`src/rtl/bsg_skid_buffer_pkg.sv`:
```
// rtl/bsg_skid_buffer_pkg.sv - shared state encoding and default widths for the skid buffer
package bsg_skid_buffer_pkg;

    typedef enum logic [1:0] {
        EMPTY = 2'd0,
        BUSY  = 2'd1,
        FULL  = 2'd2
    } state_e;

    localparam int WIDTH_DEFAULT           = 16;
    localparam int STALL_CNT_WIDTH_DEFAULT = 16;

endpackage

```
`src/rtl/bsg_dff_reset_en.sv`:
```
// rtl/bsg_dff_reset_en.sv - width-parameterized register, sync active-low reset, load enable
module bsg_dff_reset_en #(
    parameter int width_p = 16
) (
    input  logic               clk_i,
    input  logic               reset_n_i,
    input  logic               en_i,
    input  logic [width_p-1:0] data_i,
    output logic [width_p-1:0] data_o
);

    logic [width_p-1:0] data_q;

    always_ff @(posedge clk_i) begin
        if (!reset_n_i) begin
            data_q <= '0;
        end else if (en_i) begin
            data_q <= data_i;
        end
    end

    assign data_o = data_q;

endmodule

```
`src/rtl/bsg_skid_buffer_reset.sv`:
```
// rtl/bsg_skid_buffer_reset.sv - two-entry skid buffer with registered handshakes
// Optional stall counter enabled by defining BSG_SKID_BUFFER_STALL_CNT_EN.
module bsg_skid_buffer_reset
    import bsg_skid_buffer_pkg::*;
#(
    parameter int width_p           = WIDTH_DEFAULT,
    parameter int stall_cnt_width_p = STALL_CNT_WIDTH_DEFAULT
) (
    input  logic                         clk_i,
    input  logic                         reset_n_i,
    input  logic                         v_i,
    input  logic [width_p-1:0]           data_i,
    output logic                         ready_o,
    output logic                         v_o,
    output logic [width_p-1:0]           data_o,
    input  logic                         ready_i
`ifdef BSG_SKID_BUFFER_STALL_CNT_EN
    ,
    output logic [stall_cnt_width_p-1:0] stall_cnt_o
`endif
);

    localparam logic [1:0] S_EMPTY = EMPTY;
    localparam logic [1:0] S_BUSY  = BUSY;
    localparam logic [1:0] S_FULL  = FULL;

    logic [1:0]         state_q;
    logic [1:0]         state_d;
    logic               accept;
    logic               pop;
    logic               main_en;
    logic               skid_en;
    logic               main_from_skid;
    logic [width_p-1:0] main_d;
    logic [width_p-1:0] skid_q;

    // Handshake outputs come only from state_q, so no v_i/ready_i feedthrough.
    assign v_o     = (state_q != S_EMPTY);
    assign ready_o = (state_q != S_FULL);
    assign accept  = v_i & ready_o;
    assign pop     = v_o & ready_i;

    always_comb begin
        state_d        = state_q;
        main_en        = 1'b0;
        skid_en        = 1'b0;
        main_from_skid = 1'b0;
        case (state_q)
            S_EMPTY: begin
                if (accept) begin
                    main_en = 1'b1;
                    state_d = S_BUSY;
                end
            end
            S_BUSY: begin
                if (accept && pop) begin
                    main_en = 1'b1;
                end else if (accept) begin
                    skid_en = 1'b1;
                    state_d = S_FULL;
                end else if (pop) begin
                    state_d = S_EMPTY;
                end
            end
            S_FULL: begin
                if (pop) begin
                    main_en        = 1'b1;
                    main_from_skid = 1'b1;
                    state_d        = S_BUSY;
                end
            end
            default: begin
                state_d = S_EMPTY;
            end
        endcase
    end

    always_ff @(posedge clk_i) begin
        if (!reset_n_i) begin
            state_q <= S_EMPTY;
        end else begin
            state_q <= state_d;
        end
    end

    assign main_d = main_from_skid ? skid_q : data_i;

    bsg_dff_reset_en #(
        .width_p (width_p)
    ) main_reg (
        .clk_i     (clk_i),
        .reset_n_i (reset_n_i),
        .en_i      (main_en),
        .data_i    (main_d),
        .data_o    (data_o)
    );

    bsg_dff_reset_en #(
        .width_p (width_p)
    ) skid_reg (
        .clk_i     (clk_i),
        .reset_n_i (reset_n_i),
        .en_i      (skid_en),
        .data_i    (data_i),
        .data_o    (skid_q)
    );

`ifdef BSG_SKID_BUFFER_STALL_CNT_EN
    logic [stall_cnt_width_p-1:0] stall_cnt_q;
    logic [stall_cnt_width_p-1:0] stall_cnt_d;

    // Saturates at all-ones so a long stall never reads back as a short one.
    always_comb begin
        stall_cnt_d = stall_cnt_q;
        if (v_o && !ready_i && (stall_cnt_q != {stall_cnt_width_p{1'b1}})) begin
            stall_cnt_d = stall_cnt_q + 1'b1;
        end
    end

    always_ff @(posedge clk_i) begin
        if (!reset_n_i) begin
            stall_cnt_q <= '0;
        end else begin
            stall_cnt_q <= stall_cnt_d;
        end
    end

    assign stall_cnt_o = stall_cnt_q;
`else
    logic [stall_cnt_width_p-1:0] unused_stall_cnt_width;
    assign unused_stall_cnt_width = '0;
`endif

endmodule

```
`config.mk`:
```
export PLATFORM = sky130hd
export DESIGN_NAME = bsg_skid_buffer_reset
export DESIGN_NICKNAME = d
export VERILOG_FILES = /design/src/rtl/bsg_skid_buffer_pkg.sv /design/src/rtl/bsg_dff_reset_en.sv /design/src/rtl/bsg_skid_buffer_reset.sv
export SDC_FILE = /design/constraint.sdc
export NUM_CORES = 1
export LEC_CHECK = 0
export BUFFER_PORTS_ARGS = -buffer_cell sky130_fd_sc_hd__clkbuf_2
export CAP_MARGIN = 20
export CELL_PAD_IN_SITES_DETAIL_PLACEMENT = 0
export CELL_PAD_IN_SITES_GLOBAL_PLACEMENT = 1
export CORE_UTILIZATION = 38
export CTS_CLUSTER_SIZE = 30
export DETAILED_ROUTE_END_ITERATION = 10
export PLACE_DENSITY = 0.85
export SYNTH_ARGS = -nofsm -noshare
export SYNTH_HDL_FRONTEND = slang
export SYNTH_SLANG_ARGS = --single-unit
```
`constraint.sdc`:
```
create_clock -name clk_i -period 1.4 [get_ports clk_i]
set_input_delay 0.28 -clock clk_i [delete_from_list [all_inputs] [get_ports clk_i]]
set_output_delay 0.28 -clock clk_i [all_outputs]
set_load 0.03 [all_outputs]
```
Word level (Yosys, flattened, before mapping)
Index checks and enable logic that the tools add are counted.

storage, ports and cells
  output and inout bits = 18
  logic and storage cells = 30
  input bits = 20
  flip-flop bits (word level) = 34

cells by class
  multiplexer cells = 14
  reductions and logical operators = 4
  equal/unequal tests = 7
  bitwise gates (word level) = 2

operators with widths
  kind                number
  $mux 16             1
  $mux 2              5
  $ne 2x2->1 const B  4
  $mux 1              6
  $pmux 2 s3          1
  $reduce_and 4->1    1
  $ne 3x3->1 const B  1
  $pmux 1 s3          1
  $and 1x1->1         2
  $eq 2x1->1 const B  1
  $eq 2x2->1 const B  1
  $logic_not 2->1     1
  $reduce_bool 2->1   1
  $logic_and 1x1->1   1

Logic depth before layout (Yosys ltp)
  depth after elaboration = 6
  gate-level depth with buffers = 6
  mapped depth without buffers = 3

Cells and area by module
From an unflattened synthesis, not the netlist that was laid out.

second synthesis, totals
  cells, all modules = 134
  area total of the unflattened synthesis = 1585.3 um^2

by module, submodules not included
  module                 area each (um^2)  instances  sequential area each (um^2)  cells an instance
  bsg_dff_reset_en       615.6             2          320.3                        51
  bsg_skid_buffer_reset  354.1             1          40.0                         32

Worst setup path after synthesis
No wires, ideal clock.

  path type = input to register
  start = in ready_i
  end = reg main_reg.data_q[4], in the netlist main_reg.data_o[4]
  buffers on the path = 3
  library setup time = 137 ps
  data arrival time = 1151 ps
  data required time = 1263 ps
  setup slack = 113 ps
  cell stages on the path = 6
  path through = buf_4 nand2b_1 buf_2 buf_2 a211oi_1 a311oi_2

between the ends
  word-level cells in the longest chain between the ends = 4
  elaborated cells on any way between the ends = 7
  those cells by class = mux (5); bitwise (1); reduce/logical (1)

ends and longest elaborated chain
  element                                      line                                                      source
  start, declared                              bsg_skid_buffer_reset.sv:16                               input logic ready_i
  $and 1x1->1 *                                bsg_skid_buffer_reset.sv:41                               assign pop = v_o & ready_i;
  $logic_and 1x1->1 or $mux 1 (tied branches)  bsg_skid_buffer_reset.sv:56, bsg_skid_buffer_reset.sv:66
  $mux 1, on equally long branches             bsg_skid_buffer_reset.sv:56, bsg_skid_buffer_reset.sv:48
  $pmux 1 s3 or $mux 16 (tied branches)        bsg_skid_buffer_reset.sv:48, bsg_skid_buffer_reset.sv:86
  end signal, assigned                         bsg_dff_reset_en.sv:18                                    data_q <= data_i;
  end, declared                                bsg_dff_reset_en.sv:12                                    logic [width_p-1:0] data_q;

Every way passes the cells marked *; elsewhere a longest branch is shown, timed or not.
A chain may end at the register's enable or synchronous reset.

Worst setup path in the final report
  start = reg state_q[1]
  end = out v_o

between the ends
  word-level cells in the longest chain between the ends = 1

ends and longest elaborated chain
  element                 line                         source
  start, declared         bsg_skid_buffer_reset.sv:27  logic [1:0] state_q;
  start signal, assigned  bsg_skid_buffer_reset.sv:82  state_q <= state_d;
  $reduce_bool 2->1       bsg_skid_buffer_reset.sv:38  assign v_o = (state_q != S_EMPTY);
  end, declared           bsg_skid_buffer_reset.sv:14  output logic v_o,

Every way passes these cells.

==> out/metrics.yaml <==
outcome:
  status: "finished clean"
logic_synthesis:
  yosysSeqAreaShare_pct: 43.55
  postSynthCellCount: 186
  yosys.area.top_type: "dfxtp_1"
  ys_warn_count: 0
  avgSynthCellArea_sq_um: 8.402
  ys_ff_latch: 34
  yosysMostFrequentCell: "nand2_1"
  ys_types: 27
  synth_fp_nets: 206
  synth_top_area_share_pct: 43.55
  synth_ff_type: "dfxtp_1"
  synth_area_leaders: "dfxtp_1 44%, nand2_1 14%, a211oi_1 6.2%"
  synth_edf_count: 0
  synth_area_sq_um: 1563
  yosys-top-cells-count: "59 x nand2_1, 34 x dfxtp_1, 18 x a21oi_1"
  ys_async_sr_fraction_pct: 0
floorplan:
  die_h_um: 66.13
  die_w_um: 66.13
  rows: 22
  initial_core_util_pct: 41.14
  core_area_sq_um: 3799
  ios: 38
  dieArea_sq_um: 4373
clock_network:
  cts_root_buf: "clkbuf_8"
  cts_buffers: 5
  path_clk_slew_ns: 0.07
  htreeDepth: 2
  cts_tree: "yes"
  clk_path_buf_depth: 2
  clk_latency_ns: 0.29
  cts_sinks: 34
critical_path:
  crit_required_ns: 1.12
  critical-path-top-delay-family: "flip-flops"
  critical_path_arrival_ns: 1.09
  startpoint: "state_q[1]"
  path_cells: "or2_2, buf_6"
  critPathKind: "flip-flop to output port"
  timing.rr.start: "state_q[1]"
  r2r_cells: 5
  cp_slowest_cell: "dfxtp_4"
  r2r_end: "main_reg.data_o[1]"
  ff2ff_setup_slack_ns: 0.09
  slowest_delay_ns: 0.36
  cp_max_fo: 6
  crit_buf_inv: 1
  crit_path_end_kind: "output port"
  start_kind: "flip-flop"
global_routing:
  antenna_found_initial: 0
  grt-ovfl-total: 0
  grt_pass1_wl_um: 5789
  grt_max_degree: 25
  grt_usage_pct: 17.93
  grt_pass1_vias: 1267
power:
  power_frac_comb_pct: 17.5
  p_leak_uw: 0.0007740
  switching_share_pct: 28.91
  pwr-share-seq_pct: 47.9
  peakVddDrop_mv: 0.4617
  p_per_area_nw_per_um2: 1152
  p_int_uw: 1568
  p_sw_uw: 637.8
  pwr-share-clk_pct: 34.6
placed_design:
  place_area_sq_um: 1783
  place.gp.congestion: 0.7115
  hpwl_um: 2326
  dpl_worst_slack_ns: 0.07439
  io_buffer_count: 37
detailed_routing:
  wl_per_cell_um: 13.10
  ant_nets: 0
  num_vias: 1404
  via_per_inst: 5.124
  drt-initial-drc-count: 102
  wirelength_um: 3590
  drc_errors: 0
  first_pass_iters: 6
sta:
  layout_setup_ws_ns: 0.03042
  slew_viol_final: 0
  finClkSkew_ns: 0.004203
  tightest_slew_ns: 0.2725
  period_share_pct: 97.83
  max_freq_mhz: 730.1
  finalHoldViolCount: 0
  tns_ns: 0
  rsz0062_at_grt: "no"
  min_period_ns: 1.370
  setup_viol: 0
  relSlewSlack_pct: 81.72
finish:
  diodes: 0
  final_area_sq_um: 1916
  drive_above_1_share_pct: 30.53
  nets: 245
  seqCellArea_sq_um: 688.2
  multi_input_area_sq_um: 730.7
  fillers: 395
  syn2layout_area_growth_pct: 22.58
run:
  maxCapViolCount: 0
min_path:
  hold_end: "skid_reg.data_o[3]"
  whs_path_depth: 3
  min_path_type: "input port to flip-flop"
  hp-start: "data_i[3]"
timing repair:
item | 4_1_cts | 5_1_grt
gates resized for setup | 3 | 5
buffers inserted | 0 | 2
setup endpoints to repair | 2 | 1
hold buffers | 0 | 0
through the flow:
step | instances | util, % | hold slack (ns) | power [uW]
4_1_cts | 272 | 49.57 | 0.2198 | 2221
3_3_place_gp | 264 | 46.94 | 0.4418 | 1460
3_5_place_dp | 264 | 46.94 | 0.4477 | 1461
6_report | 274 | 50.43 | 0.2212 | 2206
2_1_floorplan | 186 | - | 0.3975 | 1342
5_1_grt | 274 | 50.43 | 0.2240 | 2317
final cells by class:
type | instances | area share [%]
Clock inverter | 2 | 0.6532
Tap cell | 48 | 3.135
Sequential cell | 34 | 35.92
Multi-Input combinational cell | 131 | 38.14
Timing Repair Buffer | 52 | 17.64
Clock buffer | 6 | 4.311
Inverter | 1 | 0.1960
sequential cells by signal, indices dropped and copies added (netlist names):
name and cells:
main_reg.data_o 16, skid_reg.data_o 16, state_q 2
worst min-delay path, stage by stage:
cell and delay (ns):
clkbuf_2 0.09, nand2_1 0.05, a21oi_1 0.05
power by group through the flow:
stage	logic, uW	registers, uW	clock network (uW)
after floorplan	193	1150	0
after global placement	379	1080	0
after detailed placement	380	1080	0
after CTS	383	1060	779
after global routing	421	1060	834
final	387	1060	763
placed cells by master (no fill, tap or decap), types with 2 or more instances in the layout:
| cell | synthesis | layout |
|---|---|---|
| a311oi_1 | 7 | 7 |
| nand2b_1 | 3 | 3 |
| a21oi_1 | 18 | 18 |
| clkbuf_8 | 0 | 6 |
| dfxtp_1 | 34 | 32 |
| a31oi_1 | 4 | 4 |
| clkbuf_2 | 1 | 36 |
| buf_6 | 2 | 2 |
| o21ai_0 | 8 | 8 |
| buf_12 | 2 | 2 |
| nand3_1 | 4 | 4 |
| dfxtp_4 | 0 | 2 |
| nand2_1 | 59 | 59 |
| a211oi_1 | 13 | 13 |
| a311oi_2 | 5 | 5 |
| buf_4 | 4 | 11 |
logic make-up (layout without fill, tap and decap cells):
kind of cell	after synthesis	in the layout	share of synthesized area, %
buffers and inverters	21	61	9.687
flip-flops	34	34	43.55
AO/OA/AOI/OAI	57	57	25.70
AND/OR/NAND/NOR	74	74	21.06
how the worst max path moves through the flow:
stage / to / slack (ns) / cells after the start
after CTS: v_o / -0.006 / 2
after floorplan: main_reg.data_o[4] / 0.11 / 6
after detailed placement: main_reg.data_o[8] / 0.07 / 4
after global routing: main_reg.data_o[1] / 0.003 / 5
after global placement: main_reg.data_o[8] / 0.1 / 4
final: v_o / 0.03 / 2
routing by layer:
metal  vias up  share of wire, %  GRT usage, %
met5         -                 0             0
met1       647                46         21.50
met2        22                48         29.34
met4         0               2.1         9.043
li1        727                 -             -
met3         8               3.6         4.655
Power figures use the tool's default switching activity.
